--- config.mk ---
export PLATFORM = sky130hd
export DESIGN_NAME = pipe_controller_flat
export DESIGN_NICKNAME = d
export VERILOG_FILES = /design/src/rtl/pipe_controller_if.sv /design/src/rtl/pipe_controller.sv /design/src/flat_wrapper.sv
export SDC_FILE = /design/constraint.sdc
export NUM_CORES = 1
export LEC_CHECK = 0
export ABC_AREA = 0
export CAP_MARGIN = 20
export CORE_MARGIN = 4
export CORE_UTILIZATION = 46
export DETAILED_ROUTE_END_ITERATION = 16
export PLACE_DENSITY = 0.82
export REMOVE_ABC_BUFFERS = 1
export SLEW_MARGIN = 15
export SYNTH_ARGS = -nofsm -noshare
export SYNTH_HDL_FRONTEND = slang
export SYNTH_SLANG_ARGS = --single-unit
--- constraint.sdc ---
create_clock -name clk -period 3.5 [get_ports clk]
set_input_delay 0.7 -clock clk [delete_from_list [all_inputs] [get_ports clk]]
set_output_delay 0.7 -clock clk [all_outputs]
set_load 0.005 [all_outputs]
--- src/rtl/pipe_controller_if.sv ---
// Signal bundle between the pipelined ARM control unit and its datapath.
// The controller takes the slave modport. The datapath, or a bench standing
// in for it, takes the master modport.
//
// Timing contract: there is no valid/ready handshake on this bundle.
// - Inputs are sampled at the rising edge of clk.
// - D-stage outputs are combinational on InstrD.
// - E/M/W-stage outputs come straight from pipeline registers.
// - FlagsDbg exposes the architectural NZCV register for observation.
interface pipe_controller_if;
  logic [19:0] InstrD;
  logic [3:0]  ALUFlags;
  logic        FlushE;
  logic [1:0]  RegSrcD;
  logic [1:0]  ImmSrcD;
  logic        ALUSrcE;
  logic [1:0]  ALUControlE;
  logic        BranchTakenE;
  logic        MemtoRegE;
  logic        MemWriteM;
  logic        RegWriteM;
  logic        RegWriteW;
  logic        MemtoRegW;
  logic        PCSrcW;
  logic        PCWrPendingF;
  logic [3:0]  FlagsDbg;

  modport master (
    output InstrD, ALUFlags, FlushE,
    input  RegSrcD, ImmSrcD, ALUSrcE, ALUControlE, BranchTakenE, MemtoRegE,
    input  MemWriteM, RegWriteM, RegWriteW, MemtoRegW, PCSrcW, PCWrPendingF,
    input  FlagsDbg
  );

  modport slave (
    input  InstrD, ALUFlags, FlushE,
    output RegSrcD, ImmSrcD, ALUSrcE, ALUControlE, BranchTakenE, MemtoRegE,
    output MemWriteM, RegWriteM, RegWriteW, MemtoRegW, PCSrcW, PCWrPendingF,
    output FlagsDbg
  );
endinterface

--- src/rtl/pipe_controller.sv ---
// Pipelined control unit for a 5-stage ARM datapath.
// - Decodes InstrD into control bits.
// - Carries those bits through the D->E, E->M and M->W registers.
// - Evaluates the condition field in Execute against a registered NZCV.
module pipe_controller (
  input  logic          clk,
  input  logic          reset,
  pipe_controller_if.slave bus
);

  typedef struct packed {
    logic       reg_w;
    logic       mem_w;
    logic       mem_to_reg;
    logic       alu_src;
    logic [1:0] alu_ctrl;
    logic [1:0] flag_w;
    logic       branch;
    logic       pcs;
    logic [3:0] cond;
  } de_ctrl_t;

  // InstrD holds instruction bits [31:12], so bit k of the instruction is InstrD[k-12].
  logic [3:0] cond_d;
  logic [1:0] op_d;
  logic [5:0] funct_d;
  logic [3:0] rd_d;
  logic       unused_rn;

  assign cond_d    = bus.InstrD[19:16];
  assign op_d      = bus.InstrD[15:14];
  assign funct_d   = bus.InstrD[13:8];
  assign rd_d      = bus.InstrD[3:0];
  assign unused_rn = ^bus.InstrD[7:4];

  de_ctrl_t   dec;
  logic       is_addsub;
  logic [1:0] reg_src_d;
  logic [1:0] imm_src_d;

  // Main decoder and ALU decoder for the decode-stage instruction.
  always_comb begin
    dec       = '0;
    is_addsub = 1'b0;
    reg_src_d = 2'b00;
    imm_src_d = 2'b00;
    case (op_d)
      2'b00: begin
        dec.alu_src = funct_d[5];
        dec.reg_w   = 1'b1;
        case (funct_d[4:1])
          4'b0100: begin dec.alu_ctrl = 2'b00; is_addsub = 1'b1; end
          4'b0010: begin dec.alu_ctrl = 2'b01; is_addsub = 1'b1; end
          4'b0000: dec.alu_ctrl = 2'b10;
          4'b1100: dec.alu_ctrl = 2'b11;
          default: begin dec.alu_ctrl = 2'b00; dec.reg_w = 1'b0; end
        endcase
        dec.flag_w[1] = funct_d[0];
        dec.flag_w[0] = funct_d[0] & is_addsub;
      end
      2'b01: begin
        dec.alu_src    = 1'b1;
        imm_src_d      = 2'b01;
        dec.alu_ctrl   = funct_d[3] ? 2'b00 : 2'b01;
        dec.reg_w      = funct_d[0];
        dec.mem_w      = ~funct_d[0];
        dec.mem_to_reg = funct_d[0];
        reg_src_d      = funct_d[0] ? 2'b00 : 2'b10;
      end
      2'b10: begin
        dec.branch   = 1'b1;
        dec.alu_src  = 1'b1;
        imm_src_d    = 2'b10;
        reg_src_d    = 2'b01;
        dec.alu_ctrl = 2'b00;
      end
      default: ;
    endcase
    dec.pcs  = ((rd_d == 4'hF) & dec.reg_w) | dec.branch;
    dec.cond = cond_d;
  end

  // Pipeline state registers
  de_ctrl_t   de_d, de_q;
  logic [3:0] flags_d, flags_q;
  logic       reg_write_m_d, reg_write_m_q;
  logic       mem_write_m_d, mem_write_m_q;
  logic       mem_to_reg_m_d, mem_to_reg_m_q;
  logic       pc_src_m_d, pc_src_m_q;
  logic       reg_write_w_d, reg_write_w_q;
  logic       mem_to_reg_w_d, mem_to_reg_w_q;
  logic       pc_src_w_d, pc_src_w_q;

  // D->E capture. A flush loads a bubble with every enable and Cond cleared.
  always_comb begin
    de_d = bus.FlushE ? '0 : dec;
  end

  logic flag_n, flag_z, flag_c, flag_v;
  logic cond_ex_e;

  assign {flag_n, flag_z, flag_c, flag_v} = flags_q;

  // Condition check of the Execute instruction against the registered flags.
  always_comb begin
    cond_ex_e = 1'b0;
    case (de_q.cond)
      4'b0000: cond_ex_e = flag_z;
      4'b0001: cond_ex_e = ~flag_z;
      4'b0010: cond_ex_e = flag_c;
      4'b0011: cond_ex_e = ~flag_c;
      4'b0100: cond_ex_e = flag_n;
      4'b0101: cond_ex_e = ~flag_n;
      4'b0110: cond_ex_e = flag_v;
      4'b0111: cond_ex_e = ~flag_v;
      4'b1000: cond_ex_e = flag_c & ~flag_z;
      4'b1001: cond_ex_e = ~flag_c | flag_z;
      4'b1010: cond_ex_e = (flag_n == flag_v);
      4'b1011: cond_ex_e = (flag_n != flag_v);
      4'b1100: cond_ex_e = ~flag_z & (flag_n == flag_v);
      4'b1101: cond_ex_e = flag_z | (flag_n != flag_v);
      4'b1110: cond_ex_e = 1'b1;
      default: cond_ex_e = 1'b0;
    endcase
  end

  // Condition-gated Execute results feeding the flags register and E->M / M->W.
  always_comb begin
    flags_d = flags_q;
    if (de_q.flag_w[1] & cond_ex_e) flags_d[3:2] = bus.ALUFlags[3:2];
    if (de_q.flag_w[0] & cond_ex_e) flags_d[1:0] = bus.ALUFlags[1:0];
    reg_write_m_d  = de_q.reg_w & cond_ex_e;
    mem_write_m_d  = de_q.mem_w & cond_ex_e;
    pc_src_m_d     = de_q.pcs & cond_ex_e;
    mem_to_reg_m_d = de_q.mem_to_reg;
    reg_write_w_d  = reg_write_m_q;
    mem_to_reg_w_d = mem_to_reg_m_q;
    pc_src_w_d     = pc_src_m_q;
  end

  // All pipeline state and the flags register clear asynchronously on reset low.
  always_ff @(posedge clk or negedge reset) begin
    if (!reset) begin
      de_q           <= '0;
      flags_q        <= '0;
      reg_write_m_q  <= 1'b0;
      mem_write_m_q  <= 1'b0;
      mem_to_reg_m_q <= 1'b0;
      pc_src_m_q     <= 1'b0;
      reg_write_w_q  <= 1'b0;
      mem_to_reg_w_q <= 1'b0;
      pc_src_w_q     <= 1'b0;
    end else begin
      de_q           <= de_d;
      flags_q        <= flags_d;
      reg_write_m_q  <= reg_write_m_d;
      mem_write_m_q  <= mem_write_m_d;
      mem_to_reg_m_q <= mem_to_reg_m_d;
      pc_src_m_q     <= pc_src_m_d;
      reg_write_w_q  <= reg_write_w_d;
      mem_to_reg_w_q <= mem_to_reg_w_d;
      pc_src_w_q     <= pc_src_w_d;
    end
  end

  assign bus.RegSrcD      = reg_src_d;
  assign bus.ImmSrcD      = imm_src_d;
  assign bus.ALUSrcE      = de_q.alu_src;
  assign bus.ALUControlE  = de_q.alu_ctrl;
  assign bus.BranchTakenE = de_q.branch & cond_ex_e;
  assign bus.MemtoRegE    = de_q.mem_to_reg;
  assign bus.MemWriteM    = mem_write_m_q;
  assign bus.RegWriteM    = reg_write_m_q;
  assign bus.RegWriteW    = reg_write_w_q;
  assign bus.MemtoRegW    = mem_to_reg_w_q;
  assign bus.PCSrcW       = pc_src_w_q;
  assign bus.PCWrPendingF = dec.pcs | (de_q.pcs & cond_ex_e) | pc_src_m_q;
  assign bus.FlagsDbg     = flags_q;

endmodule

--- src/flat_wrapper.sv ---
// flat-port wrapper written by rule: the top's interface ports become plain ports
module pipe_controller_flat 
  (clk, reset, bus_InstrD, bus_ALUFlags, bus_FlushE, bus_RegSrcD, bus_ImmSrcD, bus_ALUSrcE, bus_ALUControlE, bus_BranchTakenE, bus_MemtoRegE, bus_MemWriteM, bus_RegWriteM, bus_RegWriteW, bus_MemtoRegW, bus_PCSrcW, bus_PCWrPendingF, bus_FlagsDbg);
  pipe_controller_if bus_i ();
  input  logic clk;
  input  logic reset;
  input wire logic [$bits(bus_i.InstrD)-1:0] bus_InstrD;
  input wire logic [$bits(bus_i.ALUFlags)-1:0] bus_ALUFlags;
  input wire logic [$bits(bus_i.FlushE)-1:0] bus_FlushE;
  output wire logic [$bits(bus_i.RegSrcD)-1:0] bus_RegSrcD;
  output wire logic [$bits(bus_i.ImmSrcD)-1:0] bus_ImmSrcD;
  output wire logic [$bits(bus_i.ALUSrcE)-1:0] bus_ALUSrcE;
  output wire logic [$bits(bus_i.ALUControlE)-1:0] bus_ALUControlE;
  output wire logic [$bits(bus_i.BranchTakenE)-1:0] bus_BranchTakenE;
  output wire logic [$bits(bus_i.MemtoRegE)-1:0] bus_MemtoRegE;
  output wire logic [$bits(bus_i.MemWriteM)-1:0] bus_MemWriteM;
  output wire logic [$bits(bus_i.RegWriteM)-1:0] bus_RegWriteM;
  output wire logic [$bits(bus_i.RegWriteW)-1:0] bus_RegWriteW;
  output wire logic [$bits(bus_i.MemtoRegW)-1:0] bus_MemtoRegW;
  output wire logic [$bits(bus_i.PCSrcW)-1:0] bus_PCSrcW;
  output wire logic [$bits(bus_i.PCWrPendingF)-1:0] bus_PCWrPendingF;
  output wire logic [$bits(bus_i.FlagsDbg)-1:0] bus_FlagsDbg;
  assign bus_i.InstrD = bus_InstrD;
  assign bus_i.ALUFlags = bus_ALUFlags;
  assign bus_i.FlushE = bus_FlushE;
  assign bus_RegSrcD = bus_i.RegSrcD;
  assign bus_ImmSrcD = bus_i.ImmSrcD;
  assign bus_ALUSrcE = bus_i.ALUSrcE;
  assign bus_ALUControlE = bus_i.ALUControlE;
  assign bus_BranchTakenE = bus_i.BranchTakenE;
  assign bus_MemtoRegE = bus_i.MemtoRegE;
  assign bus_MemWriteM = bus_i.MemWriteM;
  assign bus_RegWriteM = bus_i.RegWriteM;
  assign bus_RegWriteW = bus_i.RegWriteW;
  assign bus_MemtoRegW = bus_i.MemtoRegW;
  assign bus_PCSrcW = bus_i.PCSrcW;
  assign bus_PCWrPendingF = bus_i.PCWrPendingF;
  assign bus_FlagsDbg = bus_i.FlagsDbg;
  pipe_controller u_core (.clk(clk), .reset(reset), .bus(bus_i));
endmodule
==> qor.yml, run 1 <==
route.detailed.vias_per_inst: 5.30
outcome: "finished, final reports clean"
post-route-period-util: 0.951
drt_iter0_drc: 18
clk_pin_slew_ps: 120
timing.rr.start: "u_core.de_q[2]"
finClkSkew_ps: 2.83
final-max-slew-violation-count: 0
worstSkewPairLatency_ps: 300
setup-tns-final_ps: 0
dp.final_hpwl_um: 1900
setup_slack_ps: 172
most_common_library_cell_in_the_layout_ignoring_fill_and_taps: "clkdlybuf4s50_1"
finalNetCount: 179
io_buffers: 41
dp_slack_ps: 68.9
synthCells: 102
num_rows: 18
final.fill_count: 208
synth_area_sq_um: 1200
sequential_area_share_after_synthesis: 0.522
async_reset_ff_frac: 1.00
final_number_of_hold_violating_endpoints: 0
detail_route.wl_per_cell_um: 14.4
critical_path_required_ps: 2800
cap_viol_max_count: 0
static-leakage-power_nw: 0.755
clkSinkCount: 25
drc: 0
track_usage: 0.149
rsz0062_at_grt: "false"
worstPathMaxFanout: 7
chipWidth_um: 59.0
fp.coreArea_sq_um: 2480
timing.critical_path.arrival_ps: 2630
root_cell_of_the_clock_tree: "clkbuf_4"
critPathLaunchType: "flop"
die_area_sq_um: 3480
vdd_drop_max_mv: 0.218
timing.critical_path.to_type: "output pin"
min_period_ps: 3330
antenna_violations_before_repair: 0
crit_start: "u_core.bus.FlagsDbg[3]"
combinational_family_with_the_most_area_after_synthesis: "simple AND/OR/NAND/NOR gates"
grt_pass1_wl_um: 4020
mapped_avg_cell_area_sq_um: 11.7
synth-edff-count: 0
antenna_violating_nets_post_route: 0
worstHoldPathType: "in2async"
r2r_setup_slack_ps: 1350
post_synthesis_share_of_cell_area_spent_on_full_adders_half_adders_and_majority_gates: 0.0522
most-common-layout-cells: "clkdlybuf4s50_1 (39), dfrtp_1 (21), nor2b_1 (9), nor2_1 (6)"
num_antenna_cells: 0
top_level_ports: 46
worst_slew_pin_slew_ps: 520
worstRegToRegCells: 7
floorplan.initialDensity: 0.483
first_global_vias: 962
synth.distinct_cells: 36
slew_headroom: 0.653
yosys_warnings: 0
post_synth_and_or_nand_nor_area_fraction: 0.206
global_route_overflow: 0
syn2layout_area_growth_pct: 40.8
post_synth_mux_area_share: 0.0742
worst_r2r_endpoint: "u_core.bus.FlagsDbg[0]"
grt_max_degree: 26
critPathKind: "reg2out"
compound_gate_portion_of_the_synthesized_area: 0.0815
vias: 933
clock_tree_from_tritoncts: "yes"
ctsLongestPathBuffers: 2
synth_seq_cells: 25
ys_dominant_reg_cell: "dfrtp_1"
fmax_ghz: 0.301
instances_no_fill: 176
cts-htree-levels: 1
dpl.cell_count: 168
numCtsBuffers: 3
finalWirelength_um: 2530
power-per-cell-area_nw_per_um2: 375
detailedRoute.firstPassIterationCount: 4
setup_viol: 0
final_layout_size_suffix_gt1_frac: 0.110
yosys.area_share.xor_xnor: 0.0219
floorplan.die.height_um: 59.0
routability_congestion_estimate: 0.803
==> worst max-delay path, cell delays in order (launching register included) <==
cell	delay [ps]
dfrtp_2	470
xor2_1	200
or4b_1	490
a311oi_2	350
or2_4	200
and2_1	120
clkdlybuf4s50_1	490
==> cell families (layout without fill, tap and decap cells) <==
family          count (synthesis)  in the layout
simple gates                   39             39
flops                          25             25
compound gates                 13             13
buf+inv                        10             54
mux                             7              7
fa+ha+maj                       5              5
xor+xnor                        3              3
==> cells in the mapped netlist, types with 3 or more instances <==
| cell | instances | area share |
|---|---|---|
| nor2b_1 | 9 | 0.047 |
| nor3_1 | 3 | 0.013 |
| dfrtp_1 | 25 | 0.52 |
| mux2_1 | 5 | 0.047 |
| buf_4 | 3 | 0.019 |
| ha_1 | 5 | 0.052 |
| inv_1 | 4 | 0.013 |
| nor4b_1 | 3 | 0.022 |
| nor2_1 | 6 | 0.019 |
| and2_1 | 4 | 0.021 |
==> worst max-delay path by stage <==
stage,cells after the start,to,slack [ps]
floorplan,5,bus_PCWrPendingF,890
global placement,8,bus_PCWrPendingF,120
detailed placement,8,bus_PCWrPendingF,70
CTS,6,bus_PCWrPendingF,7
global route,6,bus_BranchTakenE,30
finish,6,bus_BranchTakenE,170
==> layer usage <==
layer,global-route usage,vias to the layer above,part of all wire,routed length [um]
met2,0.251,36,0.51,1280
met4,0.0583,0,0.0067,17
met3,0.0370,2,0.077,195
li1,-,446,-,-
met5,0,-,0,0
met1,0.183,449,0.41,1040
==> sequential cells by signal (all words and copies together), names as in the netlist <==
signal	flops
u_core.bus.MemWriteM	1
u_core.pc_src_m_q	1
u_core.de_q	10
u_core.bus.RegWriteM	1
u_core.bus.ALUControlE	2
u_core.bus.PCSrcW	1
u_core.bus.ALUSrcE	1
u_core.bus.MemtoRegE	1
u_core.bus.RegWriteW	1
u_core.bus.FlagsDbg	4
u_core.bus.MemtoRegW	1
u_core.mem_to_reg_m_q	1
==> stage by stage <==
stage | cell area (sq um) | hold WS (ps) | util | total power, mW
final | 1690 | 349 | 0.680 | 0.631
after global routing | 1690 | 381 | 0.680 | 0.667
after CTS | 1660 | 376 | 0.671 | 0.625
after detailed placement | 1620 | 348 | 0.653 | 0.501
after global placement | 1620 | 334 | 0.653 | 0.494
after floorplan | 1160 | 331 | - | 0.406
==> where the power goes <==
part           total, mW  switching (mW)  internal (mW)
combinational      0.168          0.0616          0.107
sequential         0.342          0.0300          0.312
clock              0.121          0.0769         0.0444
total              0.631           0.169          0.463
==> timing repair <==
| item | 4_1_cts | 5_1_grt |
|---|---|---|
| hold buffers | 0 | 0 |
| endpoints found under the setup margin | 1 | 2 |
| resized for setup | 2 | 5 |
| cloned | 0 | 0 |
| pin swaps | 0 | 1 |
| buffers inserted | 2 | 2 |
==> cell type report <==
type | count | area (sq um) | area share
multi-input combinational | 67 | 531 | 0.315
tap | 30 | 37.5 | 0.0223
inverter | 4 | 15.0 | 0.00891
timing repair buffer | 46 | 445 | 0.264
sequential | 25 | 631 | 0.374
clock buffer | 4 | 26.3 | 0.0156
(Power assumes the default switching activity.)
==> run 2: changes to the inputs <==
CAP_MARGIN = default   (was 20)
==> results of run 2 <==
No change in the layout: final DEF, timing and power equal those of run 1.
